==> config.mk <==
export PLATFORM = sky130hd
export DESIGN_NAME = multicycle_sequencer
export DESIGN_NICKNAME = d
export VERILOG_FILES = /design/src/rtl/multicycle_sequencer.sv
export SDC_FILE = /design/constraint.sdc
export NUM_CORES = 1
export LEC_CHECK = 0
export ABC_AREA = 1
export BUFFER_PORTS_ARGS = -buffer_cell sky130_fd_sc_hd__buf_2
export CAP_MARGIN = 15
export CORE_MARGIN = 2
export CORE_UTILIZATION = 54
export DETAILED_ROUTE_END_ITERATION = 8
export PLACE_DENSITY = 0.87
export SYNTH_ARGS = -nofsm -noshare
export SYNTH_HDL_FRONTEND = slang
export SYNTH_SLANG_ARGS = --single-unit
==> constraint.sdc <==
create_clock -name clk -period 2.3 [get_ports clk]
set_input_delay 0.115 -clock clk [delete_from_list [all_inputs] [get_ports clk]]
set_output_delay 0.115 -clock clk [all_outputs]
set_load 0.1 [all_outputs]
==> src/rtl/multicycle_sequencer.sv <==
// multicycle_sequencer
//   Multi-cycle RV32I control sequencer. It uses request/acknowledge handshakes
//   on the instruction and data buses, with a bounded wait timeout. Instructions
//   that need no memory or writeback phase skip those states. Illegal
//   instructions and bus timeouts go to a precise trap state, and a counter
//   tracks retired instructions.
//
// Parameters
//   TIMEOUT  max wait cycles for a bus ack before trapping (0 disables)
//   SKIP_WB  1: no-destination instructions bypass WB; 0: always pass WB
//   CNT_W    width of the retired-instruction counter
//
// Ports
//   clk, rst            clock; asynchronous active-low reset
//   opcode, f3, f7      instruction fields from the IR (valid from DECODE on)
//   stall               freeze the sequencer
//   ibus_ack, dbus_ack  bus acknowledges
//   trap_clear          leave TRAP and refetch
//   active, alu_mode, invert_logic_result   combinational decode outputs
//   ibus_req, load_ir, dbus_req, rf_we, pc_en   sequencing strobes/requests
//   trap, trap_cause, instret                   status

package multicycle_sequencer_pkg;

  typedef enum logic [1:0] {
    DEST_REG_FROM_NONE,
    DEST_REG_FROM_ALU,
    DEST_REG_FROM_MEM,
    DEST_REG_FROM_NEXT_PC
  } dest_reg_t;

  typedef enum logic [1:0] {ALU_A_RS1, ALU_A_PC, ALU_A_ZERO} alu_a_sel_t;
  typedef enum logic {ALU_B_RS2, ALU_B_IMM} alu_b_sel_t;
  typedef enum logic [2:0] {IMM_I, IMM_S, IMM_B, IMM_U, IMM_J} imm_type_t;
  typedef enum logic [1:0] {PC_NEXT, PC_BRANCH, PC_JUMP} pc_sel_t;

  typedef struct packed {
    logic       null_cu;
    dest_reg_t  dest_reg;
    alu_a_sel_t alu_a_sel;
    alu_b_sel_t alu_b_sel;
    imm_type_t  imm_type;
    pc_sel_t    pc_sel;
    logic       dbus_we;
    logic       dbus_re;
  } ins_ctrl_signals_t;

  typedef enum logic [3:0] {
    ALU_ADD, ALU_SUB, ALU_SLL, ALU_SLT, ALU_XOR, ALU_SRL,
    ALU_SRA, ALU_OR, ALU_AND, ALU_EQ, ALU_PASS_B
  } alu_op_t;

  typedef struct packed {
    alu_op_t op;
    logic    is_signed;
  } alu_mode_t;

  localparam logic [6:0] OP_LUI    = 7'h37;
  localparam logic [6:0] OP_AUIPC  = 7'h17;
  localparam logic [6:0] OP_JAL    = 7'h6F;
  localparam logic [6:0] OP_JALR   = 7'h67;
  localparam logic [6:0] OP_BRANCH = 7'h63;
  localparam logic [6:0] OP_LOAD   = 7'h03;
  localparam logic [6:0] OP_STORE  = 7'h23;
  localparam logic [6:0] OP_ALUI   = 7'h13;
  localparam logic [6:0] OP_ALU    = 7'h33;

  localparam logic [1:0] CAUSE_ILLEGAL = 2'd0;
  localparam logic [1:0] CAUSE_IBUS    = 2'd1;
  localparam logic [1:0] CAUSE_DBUS    = 2'd2;

endpackage

// state  | meaning
// IDLE   | out of reset, start fetching next cycle
// FETCH  | ibus_req held until ibus_ack (load_ir on ack) or timeout
// DECODE | legality check of the captured instruction
// EXEC   | ALU result valid; choose MEM, WB or retire
// MEM    | dbus_req held until dbus_ack or timeout
// WB     | register file write, retire
// TRAP   | trap held with cause until trap_clear
module multicycle_sequencer
  import multicycle_sequencer_pkg::*;
#(
  parameter int unsigned TIMEOUT = 15,
  parameter bit          SKIP_WB = 1'b1,
  parameter int unsigned CNT_W   = 32
) (
  input  logic              clk,
  input  logic              rst,
  input  logic [6:0]        opcode,
  input  logic [2:0]        f3,
  input  logic [6:0]        f7,
  input  logic              stall,
  input  logic              ibus_ack,
  input  logic              dbus_ack,
  input  logic              trap_clear,
  output ins_ctrl_signals_t active,
  output alu_mode_t         alu_mode,
  output logic              invert_logic_result,
  output logic              ibus_req,
  output logic              load_ir,
  output logic              dbus_req,
  output logic              rf_we,
  output logic              pc_en,
  output logic              trap,
  output logic [1:0]        trap_cause,
  output logic [CNT_W-1:0]  instret
);

  typedef enum logic [2:0] {
    S_IDLE, S_FETCH, S_DECODE, S_EXEC, S_MEM, S_WB, S_TRAP
  } state_t;

  // The counter never needs to hold TIMEOUT itself: the trap is taken on the
  // cycle that would bring it there.
  localparam int WAIT_W = (TIMEOUT < 2) ? 1 : $clog2(TIMEOUT);

  state_t            state_q, state_n;
  logic [WAIT_W-1:0] wait_cnt;
  logic [1:0]        cause_n;
  logic              legal;
  logic              has_dest;
  logic              wait_last;
  logic              retire;

  // ---------------------------------------------------------------- decode
  function automatic alu_mode_t alu_from_f3(input logic [2:0] fn3, input logic alt);
    alu_mode_t m;
    m.op        = ALU_ADD;
    m.is_signed = 1'b0;
    case (fn3)
      3'd0: m.op = alt ? ALU_SUB : ALU_ADD;
      3'd1: m.op = ALU_SLL;
      3'd2: begin m.op = ALU_SLT; m.is_signed = 1'b1; end
      3'd3: m.op = ALU_SLT;
      3'd4: m.op = ALU_XOR;
      3'd5: begin
        if (alt) begin m.op = ALU_SRA; m.is_signed = 1'b1; end
        else m.op = ALU_SRL;
      end
      3'd6: m.op = ALU_OR;
      default: m.op = ALU_AND;
    endcase
    return m;
  endfunction

  always_comb begin
    legal = 1'b0;
    case (opcode)
      OP_LUI, OP_AUIPC, OP_JAL: legal = 1'b1;
      OP_JALR:   legal = (f3 == 3'd0);
      OP_BRANCH: legal = (f3[2:1] != 2'b01);
      OP_LOAD:   legal = !(f3 == 3'd3 || f3 == 3'd6 || f3 == 3'd7);
      OP_STORE:  legal = (f3 <= 3'd2);
      OP_ALU:    legal = (f7 == 7'h00) ||
                         (f7 == 7'h20 && (f3 == 3'd0 || f3 == 3'd5));
      OP_ALUI: begin
        case (f3)
          3'd1:    legal = (f7 == 7'h00);
          3'd5:    legal = (f7 == 7'h00) || (f7 == 7'h20);
          default: legal = 1'b1;
        endcase
      end
      default: legal = 1'b0;
    endcase
  end

  always_comb begin
    active              = '0;
    active.null_cu      = 1'b1;
    alu_mode.op         = ALU_ADD;
    alu_mode.is_signed  = 1'b0;
    invert_logic_result = 1'b0;
    if (legal) begin
      active.null_cu = 1'b0;
      case (opcode)
        OP_LUI: begin
          active.dest_reg  = DEST_REG_FROM_ALU;
          active.alu_a_sel = ALU_A_ZERO;
          active.alu_b_sel = ALU_B_IMM;
          active.imm_type  = IMM_U;
          alu_mode.op      = ALU_PASS_B;
        end
        OP_AUIPC: begin
          active.dest_reg  = DEST_REG_FROM_ALU;
          active.alu_a_sel = ALU_A_PC;
          active.alu_b_sel = ALU_B_IMM;
          active.imm_type  = IMM_U;
        end
        OP_JAL: begin
          // ALU forms the target; the link value is the datapath next-PC.
          active.dest_reg  = DEST_REG_FROM_NEXT_PC;
          active.alu_a_sel = ALU_A_PC;
          active.alu_b_sel = ALU_B_IMM;
          active.imm_type  = IMM_J;
          active.pc_sel    = PC_JUMP;
        end
        OP_JALR: begin
          active.dest_reg  = DEST_REG_FROM_NEXT_PC;
          active.alu_b_sel = ALU_B_IMM;
          active.imm_type  = IMM_I;
          active.pc_sel    = PC_JUMP;
        end
        OP_BRANCH: begin
          active.imm_type = IMM_B;
          active.pc_sel   = PC_BRANCH;
          // f3[0] selects the negated form (bne/bge/bgeu).
          if (f3[2]) alu_mode.op = ALU_SLT;
          else       alu_mode.op = ALU_EQ;
          alu_mode.is_signed  = f3[2] & ~f3[1];
          invert_logic_result = f3[0];
        end
        OP_LOAD: begin
          active.dest_reg  = DEST_REG_FROM_MEM;
          active.alu_b_sel = ALU_B_IMM;
          active.imm_type  = IMM_I;
          active.dbus_re   = 1'b1;
        end
        OP_STORE: begin
          active.alu_b_sel = ALU_B_IMM;
          active.imm_type  = IMM_S;
          active.dbus_we   = 1'b1;
        end
        OP_ALUI: begin
          active.dest_reg  = DEST_REG_FROM_ALU;
          active.alu_b_sel = ALU_B_IMM;
          active.imm_type  = IMM_I;
          // Only the shift-right immediate uses f7 as an alternate selector.
          alu_mode = alu_from_f3(f3, (f3 == 3'd5) && f7[5]);
        end
        OP_ALU: begin
          active.dest_reg = DEST_REG_FROM_ALU;
          alu_mode        = alu_from_f3(f3, f7[5]);
        end
        default: ;
      endcase
    end
  end

  // ------------------------------------------------------------- sequencer
  assign has_dest  = (active.dest_reg != DEST_REG_FROM_NONE);
  assign wait_last = (TIMEOUT != 0) && (32'(wait_cnt) == TIMEOUT - 1);
  assign trap      = (state_q == S_TRAP);

  always_ff @(posedge clk or negedge rst) begin
    if (!rst) state_q <= S_IDLE;
    else      state_q <= state_n;
  end

  always_comb begin
    state_n  = state_q;
    cause_n  = trap_cause;
    load_ir  = 1'b0;
    rf_we    = 1'b0;
    pc_en    = 1'b0;
    retire   = 1'b0;
    // Requests follow the state only, so a stall leaves them at their level.
    ibus_req = (state_q == S_FETCH);
    dbus_req = (state_q == S_MEM);
    if (!stall) begin
      case (state_q)
        S_IDLE: state_n = S_FETCH;
        S_FETCH: begin
          if (ibus_ack) begin
            load_ir = 1'b1;
            state_n = S_DECODE;
          end else if (wait_last) begin
            state_n = S_TRAP;
            cause_n = CAUSE_IBUS;
          end
        end
        S_DECODE: begin
          if (active.null_cu) begin
            state_n = S_TRAP;
            cause_n = CAUSE_ILLEGAL;
          end else begin
            state_n = S_EXEC;
          end
        end
        S_EXEC: begin
          if (active.dbus_re || active.dbus_we) state_n = S_MEM;
          else if (has_dest || !SKIP_WB)        state_n = S_WB;
          else                                  retire  = 1'b1;
        end
        S_MEM: begin
          if (dbus_ack) begin
            if (active.dbus_re) state_n = S_WB;
            else                retire  = 1'b1;
          end else if (wait_last) begin
            state_n = S_TRAP;
            cause_n = CAUSE_DBUS;
          end
        end
        S_WB: begin
          rf_we  = has_dest;
          retire = 1'b1;
        end
        S_TRAP: if (trap_clear) state_n = S_FETCH;
        default: state_n = S_IDLE;
      endcase
      if (retire) begin
        state_n = S_FETCH;
        pc_en   = 1'b1;
      end
    end
  end

  always_ff @(posedge clk or negedge rst) begin
    if (!rst) begin
      wait_cnt   <= '0;
      trap_cause <= CAUSE_ILLEGAL;
      instret    <= '0;
    end else begin
      trap_cause <= cause_n;
      if (pc_en) instret <= instret + CNT_W'(1);
      if (!stall) begin
        if (state_n == state_q && (state_q == S_FETCH || state_q == S_MEM))
          wait_cnt <= wait_cnt + WAIT_W'(1);
        else
          wait_cnt <= '0;
      end
    end
  end

endmodule
==> results.cfg <==
[global_route]
grt_pass1_vias = 3127
grt_pass1_wl_um = 13900
antenna_found_initial = 0
grt_max_degree = 42
grt_usage_pct = 27.2
overflow = 0

[routing]
drt-initial-drc-count = 193
wire_per_inst_um = 13.7
vias_per_cell = 5.42
route.detailed.drc = 0
vias = 3248
drt_pass1_iterations = 5
antenna_left = 0
wl_um = 8200

[floorplan]
fp.dieW_um = 79.8
start_util_pct = 56.1
die_area_sq_um = 6370
ios = 82
rows = 27
core-area_sq_um = 5540
die_y_um = 79.8

[worst_setup_path]
crit_required_ns = 2.18
r2r_slack_ns = 0.30
arrival_ns = 2.06
r2r-start = wait_cnt[0]
cp_max_fo = 17
rr_worst_depth = 10
worstSetupPathType = flop to output pin
rr_endpoint = wait_cnt[2]
critPathCaptureType = output pin
cp-start-kind = flop

[sta]
max_clock_freq_ghz = 0.459
rsz0062_at_grt = no
tns_ns = 0
fin_crit_sh_pct = 94.6
min_period_ns = 2.18
skew_ns = 0.00764
worst_slew_pin_slew_ns = 0.929
relSlewSlack_pct = 38.0
final_hold_viol_count = 0
slew_violations = 0
hold_slack_ns = 0.147
setup_viol = 0

[min_path]
min_path_type = input port to flop
min_to = wait_cnt[1]
hp-start = stall
whs_path_depth = 3

[synthesis]
syn_area_sq_um = 3110
synth-edff-count = 0
synthCells = 438
avgSynthCellArea_sq_um = 7.09
synth_area_leaders = dfrtp_1 (33%), nand2_1 (13%), xor2_1 (7.1%)
async_flop_share_pct = 100
synth_commonest_cells = nand2_1 (105), inv_1 (58), nor2_1 (48), dfrtp_1 (41)
synth_nets = 464
ys_seq_area_share_pct = 33.0
synth_ff_type = dfrtp_1
synth_most_common_cell = nand2_1
ys_types = 41
ys_ff_latch = 41
yosysWarnings = 0
synth_top_area_share_pct = 33.0
synth_area_leader_cell = dfrtp_1

[finish]
n_antenna_cell = 0
nNetsFinal = 552
post-route-util_pct = 71.8
area_delta_synth_final_pct = 28.0
drive_gt1_share_pct = 29.8
fin_cells = 599
fill_cells = 439

[power_and_ir_drop]
vdd_drop_max_uv = 1350
p_per_area_nw_per_um2 = 958
power_mw = 3.81
p_leak_nw = 2.09

[clock_tree]
cts_sinks = 41
clk_pin_slew_ns = 0.08
htreeDepth = 2
cts_buffers = 5
clk_latency_ns = 0.30
cts_root_buf = clkbuf_8
cts_tree = yes
clockBufferDepth = 2

[place]
gp_congestion = 0.952
dp_hpwl_um = 6410
dp.cells = 590
io_buffers = 81

[job]
maxCapViolCount = 0

[outcome]
status = finished, final reports clean
## cell usage in the layout (no fill, tap or decap), types with 2 or more instances in the layout
| master | synthesis | routed |
|---|---|---|
| a21oi_1 | 18 | 13 |
| a21oi_2 | 0 | 5 |
| buf_12 | 0 | 11 |
| buf_2 | 3 | 70 |
| buf_4 | 0 | 5 |
| clkbuf_8 | 0 | 5 |
| clkinv_1 | 2 | 2 |
| clkinv_2 | 2 | 3 |
| dfrtp_1 | 41 | 33 |
| dfrtp_2 | 0 | 8 |
| ha_1 | 3 | 3 |
| inv_1 | 58 | 58 |
| inv_2 | 8 | 7 |
| nand2_1 | 105 | 105 |
| nand2_2 | 7 | 7 |
| nand2_4 | 5 | 5 |
| nand3_1 | 16 | 16 |
| nand3_2 | 3 | 3 |
| nand4_1 | 13 | 13 |
| nor2_1 | 48 | 42 |
| nor2_2 | 4 | 9 |
| nor2_4 | 3 | 4 |
| nor2_8 | 3 | 3 |
| nor3_1 | 25 | 25 |
| nor4_1 | 7 | 6 |
| o21ai_0 | 8 | 8 |
| o21ai_1 | 6 | 6 |
| xnor2_1 | 7 | 7 |
| xor2_1 | 25 | 25 |
## layout make-up
cell class / instances / area (sq um) / area share (%)
multi-input combinational: 321 / 1850 / 46.6
sequential: 41 / 1040 / 26.1
timing repair buffer: 87 / 618 / 15.5
inverter: 70 / 268 / 6.73
tap: 72 / 90.1 / 2.27
clock buffer: 5 / 68.8 / 1.73
clock inverter: 3 / 43.8 / 1.10
## where the power goes
| group | switching, mW | total [mW] | internal, mW |
|---|---|---|---|
| Clock | 0.274 | 0.599 | 0.326 |
| Combinational | 1.74 | 2.17 | 0.425 |
| Sequential | 0.168 | 1.05 | 0.878 |
| Total | 2.18 | 3.81 | 1.63 |
## critical path, stage by stage, from the launching register on
cell     delay [ns]
dfrtp_1        0.45
inv_1          0.13
nor2_1         0.15
nand2_1        0.13
nor2_1         0.14
a21oi_2        0.10
nand2_4        0.11
nand2_8        0.12
inv_4          0.21
buf_12         0.20
## timing repair
action | 4_1_cts | 5_1_grt
gates resized for setup | 0 | 3
endpoints found under the hold margin | 41 | 0
endpoints found under the setup margin | 0 | 1
hold buffers | 1 | 0
setup buffers | 0 | 0
## metal layers
metal / vias up / part of all wire, % / wire (um) / GRT usage [%]
met3: 18 / 7.7 / 635 / 5.88
met2: 151 / 48 / 3940 / 45.6
li1: 1579 / - / - / -
met4: 0 / 1.8 / 150 / 8.64
met5: - / 0 / 0 / 0
met1: 1500 / 42 / 3470 / 34.9
## sequential cells by signal, indices dropped and copies added (netlist names)
register	cells
instret	32
state_q	3
trap_cause	2
wait_cnt	4
## cell families after synthesis
| family | share of synthesized area, % |
|---|---|
| and+or+nand+nor | 38.6 |
| buffers and inverters | 9.63 |
| AOI/OAI and AO/OA | 8.54 |
| DFF | 33.0 |
| xor gates and xnor gates | 9.03 |
| adders and majority gates | 1.21 |
## stage by stage
| step | instance area, sq um | worst slack [ns] |
|---|---|---|
| 4_1_cts | 3970 | 0.0505 |
| 2_1_floorplan | 3180 | -0.320 |
| 5_1_grt | 3980 | 0.0303 |
| 6_report | 3980 | 0.124 |
| 3_5_place_dp | 3850 | 0.185 |
| 3_3_place_gp | 3850 | 0.267 |
## worst max path at each step
stage | startpoint | to | slack [ns] | cells after the start
floorplan | opcode[3] | alu_mode[3] | -0.32 | 9
global placement | opcode[1] | instret[19] | 0.27 | 12
detailed placement | opcode[1] | instret[23] | 0.18 | 12
CTS | state_q[2] | pc_en | 0.05 | 9
global route | state_q[2] | pc_en | 0.03 | 9
finish | state_q[2] | pc_en | 0.12 | 9
Note: power is estimated with default switching activity, not from simulation.
